<file path="src/rtl/mc_pkg.sv">
// Shared encodings for the multicycle MIPS-subset control unit: FSM states,
// opcode/funct values, instruction classes and datapath select encodings.
package mc_pkg;

  typedef enum logic [2:0] {
    S_FETCH  = 3'd0,
    S_DECODE = 3'd1,
    S_EXE    = 3'd2,
    S_MEM    = 3'd3,
    S_WB     = 3'd4,
    S_HALT   = 3'd5
  } state_e;

  localparam logic [5:0] OP_RTYPE = 6'h00;
  localparam logic [5:0] OP_J     = 6'h02;
  localparam logic [5:0] OP_JAL   = 6'h03;
  localparam logic [5:0] OP_BEQ   = 6'h04;
  localparam logic [5:0] OP_ADDI  = 6'h08;
  localparam logic [5:0] OP_ORI   = 6'h0D;
  localparam logic [5:0] OP_LUI   = 6'h0F;
  localparam logic [5:0] OP_LW    = 6'h23;
  localparam logic [5:0] OP_SW    = 6'h2B;

  localparam logic [5:0] FN_SLL  = 6'h00;
  localparam logic [5:0] FN_SRL  = 6'h02;
  localparam logic [5:0] FN_JR   = 6'h08;
  localparam logic [5:0] FN_ADDU = 6'h21;
  localparam logic [5:0] FN_SUBU = 6'h23;
  localparam logic [5:0] FN_AND  = 6'h24;
  localparam logic [5:0] FN_OR   = 6'h25;
  localparam logic [5:0] FN_SLT  = 6'h2A;

  // Instruction classes: what the FSM needs to know beyond the ALU controls
  localparam logic [3:0] CL_RALU = 4'd0;
  localparam logic [3:0] CL_JR   = 4'd1;
  localparam logic [3:0] CL_IALU = 4'd2;
  localparam logic [3:0] CL_LW   = 4'd3;
  localparam logic [3:0] CL_SW   = 4'd4;
  localparam logic [3:0] CL_BEQ  = 4'd5;
  localparam logic [3:0] CL_J    = 4'd6;
  localparam logic [3:0] CL_JAL  = 4'd7;
  localparam logic [3:0] CL_ILL  = 4'd8;

  localparam logic [2:0] ALU_ADD = 3'd0;
  localparam logic [2:0] ALU_SUB = 3'd1;
  localparam logic [2:0] ALU_AND = 3'd2;
  localparam logic [2:0] ALU_OR  = 3'd3;
  localparam logic [2:0] ALU_SLT = 3'd4;
  localparam logic [2:0] ALU_SLL = 3'd5;
  localparam logic [2:0] ALU_SRL = 3'd6;
  localparam logic [2:0] ALU_LUI = 3'd7;

  localparam logic [1:0] NPC_PC4 = 2'd0;
  localparam logic [1:0] NPC_BR  = 2'd1;
  localparam logic [1:0] NPC_J   = 2'd2;
  localparam logic [1:0] NPC_JR  = 2'd3;

  localparam logic [1:0] GPR_RD = 2'd0;
  localparam logic [1:0] GPR_RT = 2'd1;
  localparam logic [1:0] GPR_RA = 2'd2;

  localparam logic [1:0] WD_ALU = 2'd0;
  localparam logic [1:0] WD_MDR = 2'd1;
  localparam logic [1:0] WD_PC  = 2'd2;

  localparam logic [1:0] SRCA_RD1   = 2'd0;
  localparam logic [1:0] SRCA_SHAMT = 2'd1;
  localparam logic [1:0] SRCA_LUI   = 2'd2;

endpackage

</file>
<file path="src/rtl/mc_decode.sv">
// Combinational Op/Funct decoder: instruction class plus the ALU controls the
// FSM drives while an instruction is in EXE.
module mc_decode
  import mc_pkg::*;
(
  input  logic [5:0] op,
  input  logic [5:0] funct,
  output logic [3:0] iclass,
  output logic [2:0] alu_op,
  output logic [1:0] alu_src_a,
  output logic       alu_src_b,
  output logic       ext_op
);

  // Map opcode/funct to class and ALU controls; anything unlisted is illegal
  always_comb begin
    iclass    = CL_ILL;
    alu_op    = ALU_ADD;
    alu_src_a = SRCA_RD1;
    alu_src_b = 1'b0;
    ext_op    = 1'b0;
    case (op)
      OP_RTYPE: begin
        case (funct)
          FN_ADDU: begin iclass = CL_RALU; alu_op = ALU_ADD; end
          FN_SUBU: begin iclass = CL_RALU; alu_op = ALU_SUB; end
          FN_AND:  begin iclass = CL_RALU; alu_op = ALU_AND; end
          FN_OR:   begin iclass = CL_RALU; alu_op = ALU_OR;  end
          FN_SLT:  begin iclass = CL_RALU; alu_op = ALU_SLT; end
          FN_SLL:  begin iclass = CL_RALU; alu_op = ALU_SLL; alu_src_a = SRCA_SHAMT; end
          FN_SRL:  begin iclass = CL_RALU; alu_op = ALU_SRL; alu_src_a = SRCA_SHAMT; end
          FN_JR:   begin iclass = CL_JR; end
          default: begin iclass = CL_ILL; end
        endcase
      end
      OP_ADDI: begin
        iclass = CL_IALU; alu_op = ALU_ADD; alu_src_b = 1'b1; ext_op = 1'b1;
      end
      OP_ORI: begin
        iclass = CL_IALU; alu_op = ALU_OR; alu_src_b = 1'b1;
      end
      OP_LUI: begin
        iclass = CL_IALU; alu_op = ALU_LUI; alu_src_a = SRCA_LUI; alu_src_b = 1'b1;
      end
      OP_LW: begin
        iclass = CL_LW; alu_op = ALU_ADD; alu_src_b = 1'b1; ext_op = 1'b1;
      end
      OP_SW: begin
        iclass = CL_SW; alu_op = ALU_ADD; alu_src_b = 1'b1; ext_op = 1'b1;
      end
      OP_BEQ:  begin iclass = CL_BEQ; alu_op = ALU_SUB; end
      OP_J:    begin iclass = CL_J;   end
      OP_JAL:  begin iclass = CL_JAL; end
      default: begin iclass = CL_ILL; end
    endcase
  end

endmodule

</file>
<file path="src/rtl/mc_ctrl.sv">
// Multicycle control FSM: sequences FETCH/DECODE/EXE/MEM/WB over a shared
// memory with a req/ready handshake, a wait timeout and a retire counter.
module mc_ctrl
  import mc_pkg::*;
#(
  parameter int TIMEOUT = 255,
  parameter int CNT_W   = 32
) (
  input  logic             clk,
  input  logic             rst,
  input  logic [5:0]       Op,
  input  logic [5:0]       Funct,
  input  logic             Zero,
  input  logic             mem_ready,
  output logic             mem_req,
  output logic             MemWrite,
  output logic             IorD,
  output logic             IRWrite,
  output logic             PCWrite,
  output logic [1:0]       NPCOp,
  output logic             RegWrite,
  output logic [1:0]       GPRSel,
  output logic [1:0]       WDSel,
  output logic             EXTOp,
  output logic [1:0]       ALUSrcA,
  output logic             ALUSrcB,
  output logic [2:0]       ALUOp,
  output logic             illegal,
  output logic             bus_err,
  output logic [CNT_W-1:0] instr_cnt
);

  localparam int TW = (TIMEOUT < 1) ? 1 : $clog2(TIMEOUT + 1);

  state_e           state_r, state_nxt_s;
  logic [TW-1:0]    timer_r;
  logic [CNT_W-1:0] cnt_r;
  logic             illegal_r, bus_err_r;
  logic             wait_s, timeout_s, set_illegal_s;
  logic             mem_req_s, mem_write_s, ir_write_s, pc_write_s, reg_write_s;
  logic             iord_s, ext_op_s, alu_src_b_s;
  logic [1:0]       npc_op_s, gpr_sel_s, wd_sel_s, alu_src_a_s;
  logic [2:0]       alu_op_s;

  logic [3:0]       iclass_s;
  logic [2:0]       dec_alu_op_s;
  logic [1:0]       dec_src_a_s;
  logic             dec_src_b_s, dec_ext_s;

  mc_decode u_decode (
    .op        (Op),
    .funct     (Funct),
    .iclass    (iclass_s),
    .alu_op    (dec_alu_op_s),
    .alu_src_a (dec_src_a_s),
    .alu_src_b (dec_src_b_s),
    .ext_op    (dec_ext_s)
  );

  // Next-state and per-state control outputs
  always_comb begin
    state_nxt_s   = state_r;
    wait_s        = 1'b0;
    timeout_s     = 1'b0;
    set_illegal_s = 1'b0;
    mem_req_s     = 1'b0;
    mem_write_s   = 1'b0;
    iord_s        = 1'b0;
    ir_write_s    = 1'b0;
    pc_write_s    = 1'b0;
    npc_op_s      = NPC_PC4;
    reg_write_s   = 1'b0;
    gpr_sel_s     = GPR_RD;
    wd_sel_s      = WD_ALU;
    ext_op_s      = 1'b0;
    alu_src_a_s   = SRCA_RD1;
    alu_src_b_s   = 1'b0;
    alu_op_s      = ALU_ADD;
    case (state_r)
      S_FETCH: begin
        mem_req_s = 1'b1;
        if (mem_ready) begin
          ir_write_s  = 1'b1;
          pc_write_s  = 1'b1;
          state_nxt_s = S_DECODE;
        end else begin
          wait_s = 1'b1;
          if (timer_r == TW'(TIMEOUT)) begin
            timeout_s   = 1'b1;
            state_nxt_s = S_HALT;
          end else begin
            state_nxt_s = S_FETCH;
          end
        end
      end
      S_DECODE: begin
        case (iclass_s)
          CL_J: begin
            pc_write_s  = 1'b1;
            npc_op_s    = NPC_J;
            state_nxt_s = S_FETCH;
          end
          CL_JAL: begin
            pc_write_s  = 1'b1;
            npc_op_s    = NPC_J;
            reg_write_s = 1'b1;
            gpr_sel_s   = GPR_RA;
            wd_sel_s    = WD_PC;
            state_nxt_s = S_FETCH;
          end
          CL_ILL: begin
            set_illegal_s = 1'b1;
            state_nxt_s   = S_FETCH;
          end
          default: state_nxt_s = S_EXE;
        endcase
      end
      S_EXE: begin
        case (iclass_s)
          CL_JR: begin
            pc_write_s  = 1'b1;
            npc_op_s    = NPC_JR;
            state_nxt_s = S_FETCH;
          end
          CL_BEQ: begin
            alu_op_s    = dec_alu_op_s;
            pc_write_s  = Zero;
            npc_op_s    = NPC_BR;
            state_nxt_s = S_FETCH;
          end
          CL_LW, CL_SW, CL_RALU, CL_IALU: begin
            alu_op_s    = dec_alu_op_s;
            alu_src_a_s = dec_src_a_s;
            alu_src_b_s = dec_src_b_s;
            ext_op_s    = dec_ext_s;
            if ((iclass_s == CL_LW) || (iclass_s == CL_SW)) begin
              state_nxt_s = S_MEM;
            end else begin
              state_nxt_s = S_WB;
            end
          end
          default: state_nxt_s = S_FETCH;
        endcase
      end
      S_MEM: begin
        mem_req_s   = 1'b1;
        iord_s      = 1'b1;
        mem_write_s = (iclass_s == CL_SW);
        if (mem_ready) begin
          if (iclass_s == CL_SW) begin
            state_nxt_s = S_FETCH;
          end else begin
            state_nxt_s = S_WB;
          end
        end else begin
          wait_s = 1'b1;
          if (timer_r == TW'(TIMEOUT)) begin
            timeout_s   = 1'b1;
            state_nxt_s = S_HALT;
          end else begin
            state_nxt_s = S_MEM;
          end
        end
      end
      S_WB: begin
        reg_write_s = 1'b1;
        if (iclass_s == CL_LW) begin
          wd_sel_s  = WD_MDR;
          gpr_sel_s = GPR_RT;
        end else if (iclass_s == CL_IALU) begin
          gpr_sel_s = GPR_RT;
        end else begin
          gpr_sel_s = GPR_RD;
        end
        state_nxt_s = S_FETCH;
      end
      S_HALT:  state_nxt_s = S_HALT;
      default: state_nxt_s = S_FETCH;
    endcase
  end

  // State, wait timer, sticky status flags and retire counter
  always_ff @(posedge clk or negedge rst) begin
    if (!rst) begin
      state_r   <= S_FETCH;
      timer_r   <= {TW{1'b0}};
      cnt_r     <= {CNT_W{1'b0}};
      illegal_r <= 1'b0;
      bus_err_r <= 1'b0;
    end else begin
      state_r <= state_nxt_s;
      if ((state_nxt_s == state_r) && wait_s) begin
        timer_r <= timer_r + TW'(1);
      end else begin
        timer_r <= {TW{1'b0}};
      end
      illegal_r <= illegal_r | set_illegal_s;
      bus_err_r <= bus_err_r | timeout_s;
      if ((state_nxt_s == S_FETCH) && (state_r != S_FETCH)) begin
        cnt_r <= cnt_r + CNT_W'(1);
      end else begin
        cnt_r <= cnt_r;
      end
    end
  end

  // Strobes are qualified by reset so nothing fires while it is held low
  assign mem_req   = mem_req_s   & rst;
  assign MemWrite  = mem_write_s & rst;
  assign IRWrite   = ir_write_s  & rst;
  assign PCWrite   = pc_write_s  & rst;
  assign RegWrite  = reg_write_s & rst;
  assign IorD      = iord_s;
  assign NPCOp     = npc_op_s;
  assign GPRSel    = gpr_sel_s;
  assign WDSel     = wd_sel_s;
  assign EXTOp     = ext_op_s;
  assign ALUSrcA   = alu_src_a_s;
  assign ALUSrcB   = alu_src_b_s;
  assign ALUOp     = alu_op_s;
  assign illegal   = illegal_r;
  assign bus_err   = bus_err_r;
  assign instr_cnt = cnt_r;

endmodule

</file>
<file path="config.mk">
export PLATFORM = sky130hd
export DESIGN_NAME = mc_ctrl
export DESIGN_NICKNAME = d
export VERILOG_FILES = /design/src/rtl/mc_pkg.sv /design/src/rtl/mc_decode.sv /design/src/rtl/mc_ctrl.sv
export SDC_FILE = /design/constraint.sdc
export NUM_CORES = 1
export LEC_CHECK = 0
export CAP_MARGIN = 20
export CORE_MARGIN = 10
export CORE_UTILIZATION = 51
export CTS_CLUSTER_DIAMETER = 30
export DETAILED_ROUTE_END_ITERATION = 8
export PLACE_DENSITY = 0.8
export SLEW_MARGIN = 20
export SYNTH_ARGS = -nofsm -noshare
export SYNTH_HDL_FRONTEND = slang
export SYNTH_SLANG_ARGS = --single-unit
export TNS_END_PERCENT = 50
</file>
<file path="constraint.sdc">
create_clock -name clk -period 2.5 [get_ports clk]
set_input_delay 0.5 -clock clk [delete_from_list [all_inputs] [get_ports clk]]
set_output_delay 0.5 -clock clk [all_outputs]
set_load 0.05 [all_outputs]
</file>
# Word-level counts from Yosys, hierarchy flattened
# Cells that the tools add are included.
dict set report classes {
  addsub 2
  multipliers 0
  div 0
  magnitude_cmp 0
  eq_ne 30
  shifts 0
  mux 52
  bitwise 7
  n_reduce_logical 19
}
# cell n
set ops {}
lappend ops {{equality test 6 bit, second input constant} 7}
lappend ops {{adder 32 x 1 -> 32 bit, second input constant} 1}
lappend ops {{case mux 4 bit (7 select lines)} 1}
lappend ops {{two-way mux 3 bit} 9}
lappend ops {{equality test 6 x 4 -> 1 bit, second input constant} 4}
lappend ops {{two-way mux 1 bit} 24}
lappend ops {{case mux 2 bit (2 select lines)} 5}
lappend ops {{equality test 6 x 2 -> 1 bit, second input constant} 3}
lappend ops {{case mux 3 bit (6 select lines)} 1}
lappend ops {{equality test 4 x 3 -> 1 bit, second input constant} 4}
lappend ops {{case mux 3 bit (5 select lines)} 1}
lappend ops {{logical NOT 6 bit} 2}
lappend ops {{case mux 3 bit (4 select lines)} 1}
lappend ops {{two-way mux 2 bit} 5}
lappend ops {{OR reduction 5 bit} 2}
lappend ops {{OR reduction 3 bit} 3}
lappend ops {{adder 8 x 1 -> 8 bit, second input constant} 1}
lappend ops {{equality test 4 x 2 -> 1 bit, second input constant} 2}
lappend ops {{equality test 8 bit, second input constant} 1}
lappend ops {{two-way mux 8 bit} 1}
lappend ops {{case mux 4 bit (2 select lines)} 1}
lappend ops {{OR reduction 7 bit} 1}
lappend ops {{equality test 3 x 2 -> 1 bit, second input constant} 2}
lappend ops {{equality test 3 bit, second input constant} 2}
lappend ops {{other kinds (16)} 26}
dict set report totals {
  ff_bits 45
  latchBits 0
  ramBits 0
  romBits 0
  input_bits 16
  output_inout_bits 53
  wordCells 115
  mem_count 0
}

# Longest topological paths before layout
# Gate-level depths: netlist of the first run.
dict set report logic_depth {
  word_depth 12
  mapped_depth 10
  depth_no_buf 7
}

# Hierarchy
# Synthesis of the first run repeated with hierarchy kept, for this count alone.
dict set report hier_totals {
  hier_cells 349
  area_unflattened_um2 3372.0
}
# module instances cells_per_inst area_each_um2 seq_area_each_um2
set by_module_without_submodules {}
lappend by_module_without_submodules {mc_ctrl 1 274 2900.3 1126.1}
lappend by_module_without_submodules {mc_decode 1 75 471.7 0.0}

# Worst setup path before layout of the first run
# Ideal clock, no wire load.
dict set report synth_timing {
  path_kind {in2out}
  startpoint {input Op[0]}
  endpoint {output WDSel[0]}
  t_arrival_ps 3042
  required_time_ps 2000
  setup_slack_ps -1042
  stages 6
  path_buffers 1
  cell_sequence {buf_6 or4_1 o211ai_1 and2_1 nand4b_1 nor4_1}
}
dict set report synth_via {
  elab_chain_cells 6
  word_cells_on_any_way 14
  cone_classes {eq/ne (9); mux (3); reduce/logical (2)}
}
# item line
set synth_lines {}
lappend synth_lines {{from (decl)} mc_ctrl.sv:11} ;# input logic [5:0] Op,
lappend synth_lines {{equality test 6 x 4 -> 1 bit} mc_decode.sv:22} ;# case (op)
lappend synth_lines {{OR reduction 3 bit (no source line)} --}
lappend synth_lines {{case mux 4 bit (7 select lines) (*)} mc_decode.sv:22}
lappend synth_lines {{equality test 4 x 2 -> 1 bit (*)} mc_ctrl.sv:167} ;# if (iclass_s == CL_LW) begin
lappend synth_lines {{two-way mux 1 bit (*)} mc_ctrl.sv:167}
lappend synth_lines {{case mux 2 bit (2 select lines) (*)} mc_ctrl.sv:79} ;# case (state_r)
lappend synth_lines {{to (decl)} mc_ctrl.sv:23} ;# output logic [1:0] WDSel,
# Every way passes the cells marked *; elsewhere a longest branch is shown, timed or not.

# Worst setup path in the final report of the first run
dict set report layout_timing {
  startpoint {input Op[4]}
  endpoint {output PCWrite}
}
dict set report layout_via {
  elab_chain_cells 8
  word_cells_on_any_way 20
  cone_classes {eq/ne (12); mux (4); bitwise (1); reduce/logical (3)}
}
# item line
set layout_lines {}
lappend layout_lines {{equality test 6 x 4 -> 1 bit} mc_decode.sv:22}
lappend layout_lines {{OR reduction 3 bit (no source line)} --}
lappend layout_lines {{case mux 4 bit (7 select lines) (*)} mc_decode.sv:22}
lappend layout_lines {{equality test 4 x 3 -> 1 bit} mc_ctrl.sv:97} ;# case (iclass_s)
lappend layout_lines {{OR reduction 2 bit (no source line)} --}
lappend layout_lines {{two-way mux 1 bit} mc_ctrl.sv:97}
lappend layout_lines {{case mux 1 bit (3 select lines) (*)} mc_ctrl.sv:79}
lappend layout_lines {{bitwise AND 1 bit (*)} mc_ctrl.sv:211} ;# assign PCWrite = pc_write_s & rst;
lappend layout_lines {{to (decl)} mc_ctrl.sv:19} ;# output logic PCWrite,
# Marks and branches as above.

==> results.md, run 1 <==
* Status: finished, violations left
* Failing checks: setup timing
* Mapped Cells at around 340
* Worst R2R End: instr_cnt[7]$_DFFE_PN0P_
* Final Power at roughly 2600 uW
* Hold WC Path Type: in2async
* CP top delay family: simple AND/OR/NAND/NOR gates
* Routability Congestion at between 0.9 and 1
* Final WL at around 11 mm
* Reg2reg path depth at 7
* WL/cell at 20.8 um
* Netlist Area Pre-Place at about 0.0031 mm^2
* Yosys reg bits at 45
* CP endpoint kind: output port
* Filler Cells Inserted at ~310
* ANT nets after route at 0
* Pre-CTS WS at -0.602 ns
* CP max FO at 5
* Worst Tran Pin Value at approximately 0.56 ns
* Site Rows at 28
* Width of the chip at approximately 100 um
* Most frequent cells in the layout: 62 x buf_4, 45 x dfrtp_1, 36 x clkdlybuf4s50_1
* Initial antenna violation count at 0
* N_diodes at 0
* CP cell instances: dlygate4sd2_1 -> or2_1 -> nor3_1 -> or2_2 -> inv_1 -> o21ai_1 -> o32ai_4 -> buf_12
* DR vias/cell at just over 6
* Ports at a little under 70
* Layout cells sized above 1 at 41.0%
* Via count at 3287
* GRT met3 Usage at under 10%
* Register area at around 0.0011 mm^2
* Ys flop type: dfrtp_1
* Initial Util at 52.8%
* Vias in the first global route at approximately 3200
* Worst VDD drop at between 0.5 and 0.6 mV
* Core area at 0.00596 mm^2
* DP HPWL at around 7.3 mm
* Commonest non-fill, non-tap cell in the layout: buf_4
* Fin crit share at 111%
* Clock-pin slew on the worst setup and hold paths at roughly 0.10 ns
* CP Launch Type: input pin
* Fin crit period at approximately 2.8 ns
* Die area at around 0.0097 mm^2
* Worst Clk Skew at slightly above 0.009 ns
* Final WS setup at -0.279 ns
* Die height at about 99 um
* Post-synth EDFFs at 0
* Pleak at between 0.002 and 0.0025 uW
* Crit path largest cell delay at roughly 0.38 ns
* Netlist cell types at 55
* M2 GR Usage at a little over a third
* TritonCTS Buffers at 5
* Worst r2r src: state_r[0]$_DFF_PN0_
* Setup violations, final at 12
* Buffers on Ports at 68
* Mapped Nets at about 360
* Remaining Overflow, GRT at 0
* Max-cap violations at 0
* H-tree depth at 2
* Slowest-stage cell, CP: nor3_1
* Syn_area_per_cell at ~9.3 um^2
* Multi-input logic area at 0.00221 mm^2
* DRT Pass-1 Iters at 5
* CTS tree: yes
* First-pass GRT wire length at around 17 mm
* Critical Path AT at around 2.3 ns
* Sequential area share after synthesis at 35.8%
* Busiest layer in global routing: met2
* Met1 usage at between 20% and 30%
* Slew Viols, Final at 0
* R2R Setup Slk at about 0.18 ns
* Sinks on Clock Net at 45
* Peak Freq at approximately 360 MHz
* Ys async rst share at 100%
* Clk_lat worst skew at just over 0.3 ns
* Yosys Warn Count at 0
* Area grow syn2layout at 59.5%
* Slew headroom at ~62%
* Root Buffer: clkbuf_8
* GR Util All Layers at roughly a fifth
* RSZ-0062 raised after global routing: true
* DR iter-0 viols at 272
* Largest net degree at the start of global routing at 46
* Pwr Density at about 520 mW/mm^2
* Req. time, crit path at roughly 2 ns
* Detailed-route DRC error count at 0
* Max clock buf depth at 2
* Final Hold Viols at 0
* Critical path buffer and inverter count at 3
* Critical path type: in2out
* Nets@finish at approximately 480
kinds of logic after synthesis:
group	synth area share, %
flip-flops	35.8
XOR/XNOR	10.6
AO/OA/AOI/OAI	8.59
buffers and inverters	5.88
AND/OR/NAND/NOR	37.6
multiplexers	0.795
adder cells (fa/ha/maj)	0.795
cells in the mapped netlist, types with 6 or more instances:
cell type | count | area share (%)
dfrtp_1 | 45 | 36
inv_1 | 10 | 1.2
nor2_1 | 31 | 3.7
nand3_1 | 23 | 3.7
nor3_1 | 7 | 1.1
nor3_2 | 9 | 2.9
xor2_1 | 33 | 9.2
a21oi_1 | 6 | 0.95
nand2_1 | 29 | 3.5
and3_1 | 11 | 2.2
o21ai_0 | 7 | 1.1
nor4_2 | 19 | 7.6
nand4_1 | 12 | 2.4
buf_4 | 6 | 1.4
clkbuf_1 | 7 | 0.84
final cells by class:
class                   instances  share of cell area [%]
clock buffers                   5                    1.37
clock inverters                 3                    1.37
inverters                      10                   0.798
multi-input cells             261                    44.0
flip-flops and latches         45                    22.4
well taps                      75                    1.87
repair buffers                137                    28.1
worst max path at each step:
stage	from	end	slack (ns)	cells after the start
after floorplan	Op[1]	WDSel[0]	-0.19	6
after global placement	Funct[3]	ALUSrcB	-0.58	8
after detailed placement	Op[1]	instr_cnt[26]$_DFFE_PN0P_	-0.60	11
after CTS	Op[1]	GPRSel[0]	-0.23	8
after global routing	Op[2]	WDSel[0]	-0.31	8
final	Op[4]	PCWrite	-0.28	8
power breakdown:
group / internal [uW] / switching [uW]
Combinational: 392 / 612
Clock: 403 / 294
Sequential: 800 / 105
Total: 1600 / 1010
through the flow:
step	area, um^2	cells	hold WS (ns)	setup TNS, ns	utilization [%]
2_1_floorplan	3270	338	0.204	-0.632	-
3_3_place_gp	4530	516	0.454	-23.59	76.0
3_5_place_dp	4530	516	0.459	-25.30	76.0
4_1_cts	4820	530	0.390	-1.42	80.9
5_1_grt	5020	536	0.418	-3.30	84.3
6_report	5020	536	0.350	-2.00	84.3
flip-flops by register name, indices dropped and copies added (netlist names):
name / cells
state_r: 3
illegal: 1
bus_err: 1
instr_cnt: 32
timer_r: 8
what timing repair did:
| action | 4_1_cts | 5_1_grt |
|---|---|---|
| hold buffers | 0 | 0 |
| cloned | 0 | 0 |
| hold endpoints to repair | 0 | 0 |
| setup endpoints to repair | 55 | 23 |
| pin swaps | 21 | 25 |
| gates resized for setup | 73 | 36 |
| buffers inserted | 6 | 6 |
layer usage:
layer,vias to the layer above,part of all wire (%)
met2,165,52
met3,43,6.5
met4,0,3.3
li1,1459,-
met1,1620,38
met5,-,0
(Power assumes the default switching activity.)
==> run 2: changes to the inputs <==
--- a/config.mk
+++ b/config.mk
@@ -10,6 +10,7 @@
 export CORE_UTILIZATION = 51
 export CTS_CLUSTER_DIAMETER = 30
 export DETAILED_ROUTE_END_ITERATION = 8
+export HOLD_SLACK_MARGIN = 0.06
 export PLACE_DENSITY = 0.8
 export SLEW_MARGIN = 20
 export SYNTH_ARGS = -nofsm -noshare
==> constraint.sdc (replaced) <==
create_clock -name clk -period 2.5 [get_ports clk]
set_input_delay 0.5 -clock clk [delete_from_list [all_inputs] [get_ports clk]]
set_output_delay 0.5 -clock clk [all_outputs]
set_load 0.02 [all_outputs]
==> run 2 against run 1 <==
Effect of this change: the flow still finishes with violations (setup timing); wire length is 18% lower; cell count is 1.3% higher; worst hold slack worse by 0.23 ns; global-route usage is 1.9 points lower; clock skew is 0.00077 ns higher; combinational power is 22% lower; setup slack better by 0.15 ns; clock power is 17% lower.
==> results.md, run 2 (same netlist as run 1, synthesis figures left out) <==
* Most frequent cells in the layout: 77 x buf_4, 45 x dfrtp_1, 39 x clkdlybuf4s50_1 (was 62 x buf_4, 45 x dfrtp_1, 36 x clkdlybuf4s50_1)
* Status: finished, violations left (unchanged)
* Reg2reg path depth at 10 (was 7)
* CP endpoint kind: output port (unchanged)
* Pleak at 0.00209 uW (was 0.00215 uW)
* Detailed-route DRC error count at 0 (unchanged)
* Slew headroom at 58.7% (was 62.3%)
* Width of the chip at 98.6 um (unchanged)
* Fin crit period at 2.63 ns (was 2.78 ns)
* Ports at 69 (unchanged)
* N_diodes at 0 (unchanged)
* Buffers on Ports at 68 (unchanged)
* DP HPWL at 6.81 mm (was 7.30 mm)
* Core area at 0.00596 mm^2 (unchanged)
* ANT nets after route at 0 (unchanged)
* Worst R2R End: instr_cnt[22]$_DFFE_PN0P_ (was instr_cnt[7]$_DFFE_PN0P_)
* Die height at 98.6 um (unchanged)
* Max clock buf depth at 2 (unchanged)
* Worst setup path end: EXTOp (was PCWrite)
* Finished Cell Area at 0.00466 mm^2 (was 0.00502 mm^2)
* WL/cell at 16.9 um (was 20.8 um)
* Setup total negative slack at -0.526 ns (was -2.00 ns)
* Fin crit share at 105% (was 111%)
* TritonCTS Buffers at 5 (unchanged)
* Max-cap violations at 0 (unchanged)
* Final Power at 2250 uW (was 2610 uW)
* Sinks on Clock Net at 45 (unchanged)
* CP Launch Type: input pin (unchanged)
* Req. time, crit path at 2.00 ns (about the same)
* First-pass GRT wire length at 15.4 mm (was 16.9 mm)
* Setup violations, final at 8 (was 12)
* RSZ-0062 raised after global routing: true (unchanged)
* CTS tree: yes (unchanged)
* Hold WC Path Type: in2async (unchanged)
* Clock power share at 25.6% (was 26.8%)
* GR Util All Layers at 18.5% (was 20.4%)
* # hold bufs at CTS at 0 (unchanged)
* NetSw at 764 uW (was 1010 uW)
* R2R Setup Slk at 0.17 ns (was 0.18 ns)
* Root Buffer: clkbuf_8 (unchanged)
* Initial antenna violation count at 0 (unchanged)
* Largest net degree at the start of global routing at 44 (was 46)
* Final WL at 9.17 mm (was 11.1 mm)
* Critical path startpoint: Funct[2] (was Op[4])
* Initial Util at 52.8% (unchanged)
* Worst VDD drop at 0.318 mV (was 0.554 mV)
* Area grow syn2layout at 48.0% (was 59.5%)
* Site Rows at 28 (unchanged)
* Gate power share at 34.8% (was 38.5%)
* Final Hold Viols at 0 (unchanged)
* Int Pwr at 1490 uW (was 1600 uW)
* DR vias/cell at 5.74 (was 6.13)
* Sw Share at 34.0% (was 38.8%)
* Max reg flops at 32 (unchanged)
* Routability Congestion at 0.930 (was 0.907)
* H-tree depth at 2 (unchanged)
* Layout cells sized above 1 at 39.3% (was 41.0%)
* Final WS setup at -0.131 ns (was -0.279 ns)
* Placed Instance Area at 0.00432 mm^2 (was 0.00453 mm^2)
* Worst r2r src: state_r[0]$_DFF_PN0_ (unchanged)
* DR iter-0 viols at 110 (was 272)
* Worst Clk Skew at 0.00993 ns (was 0.00916 ns)
* Critical path type: in2out (unchanged)
* Pwr Density at 483 mW/mm^2 (was 519 mW/mm^2)
* Vias in the first global route at 3244 (was 3246)
* Critical Path AT at 2.13 ns (was 2.28 ns)
* Remaining Overflow, GRT at 0 (unchanged)
* DRT Pass-1 Iters at 5 (unchanged)
* Clk_lat worst skew at 0.30 ns (was 0.31 ns)
* Peak Freq at 380 MHz (was 360 MHz)
* Worst Tran Pin Value at 0.611 ns (was 0.565 ns)
* Clock-pin slew on the worst setup and hold paths at 0.08 ns (was 0.10 ns)
* Nets@finish at 485 (was 478)
* Die area at 0.00971 mm^2 (unchanged)
* Slew Viols, Final at 0 (unchanged)
* Failing checks: setup timing (unchanged)
* CP max FO at 4 (was 5)
* Commonest non-fill, non-tap cell in the layout: buf_4 (unchanged)
* Via count at 3118 (was 3287)
* Seq pwr share at 39.7% (was 34.7%)
[run 2: cell type report]
type                            instances  area (um^2)
Sequential cell                        45         1130
Multi-Input combinational cell        261         2050
Tap cell                               75         93.8
Fill cell                             379         1300
Clock inverter                          2         37.5
Timing Repair Buffer                  144         1230
Inverter                               10         40.0
Clock buffer                            6         82.6
[run 2: worst min-delay path by stage]
stage,from,to,slack [ns],cells past startpoint
6_report,rst,state_r[1]$_DFF_PN0_,0.12,2
5_1_grt,rst,state_r[1]$_DFF_PN0_,0.12,2
4_1_cts,rst,state_r[1]$_DFF_PN0_,0.11,2
3_5_place_dp,rst,state_r[1]$_DFF_PN0_,0.43,2
3_3_place_gp,rst,state_r[1]$_DFF_PN0_,0.43,2
2_1_floorplan,rst,bus_err$_DFF_PN0_,0.20,0
[run 2: routing by layer]
metal	vias to the layer above	routed length, um	GRT usage, %	share of wire, %
met5	-	0	0	0
met3	24	521	3.98	5.7
met1	1521	3670	21.3	40
met4	0	250	8.27	2.7
li1	1474	-	-	-
met2	99	4730	32.0	52
[run 2: per-stage QoR]
| stage | utilization [%] | hold slack [ns] | worst slack (ns) | instances |
|---|---|---|---|---|
| 2_1_floorplan | - | 0.204 | -0.106 | 338 |
| 3_3_place_gp | 72.6 | 0.432 | -0.973 | 527 |
| 3_5_place_dp | 72.6 | 0.428 | -1.05 | 527 |
| 4_1_cts | 77.0 | 0.113 | -0.104 | 542 |
| 5_1_grt | 78.2 | 0.120 | -0.218 | 543 |
| 6_report | 78.2 | 0.120 | -0.131 | 543 |
[run 2: power groups by stage]
stage / clock network (uW) / logic, uW / registers (uW)
after global placement: 0 / 723 / 901
after global routing: 610 / 846 / 906
final: 576 / 783 / 893
after detailed placement: 0 / 740 / 905
after floorplan: 0 / 327 / 960
after CTS: 583 / 768 / 891
[run 2: timing repair]
item                                    in CTS  in global routing
endpoints found under the setup margin      57                 24
setup buffers                                7                  1
pin swaps                                   23                  8
endpoints found under the hold margin        0                  0
gates resized for setup                    146                 26
[run 2: worst max-delay path, stage by stage]
cell      delay (ns)
buf_6           0.09
or2_4           0.27
o31ai_4         0.24
buf_6           0.14
a211oi_4        0.06
o32ai_2         0.28
nand3_2         0.17
nor3_2          0.22
buf_4           0.17
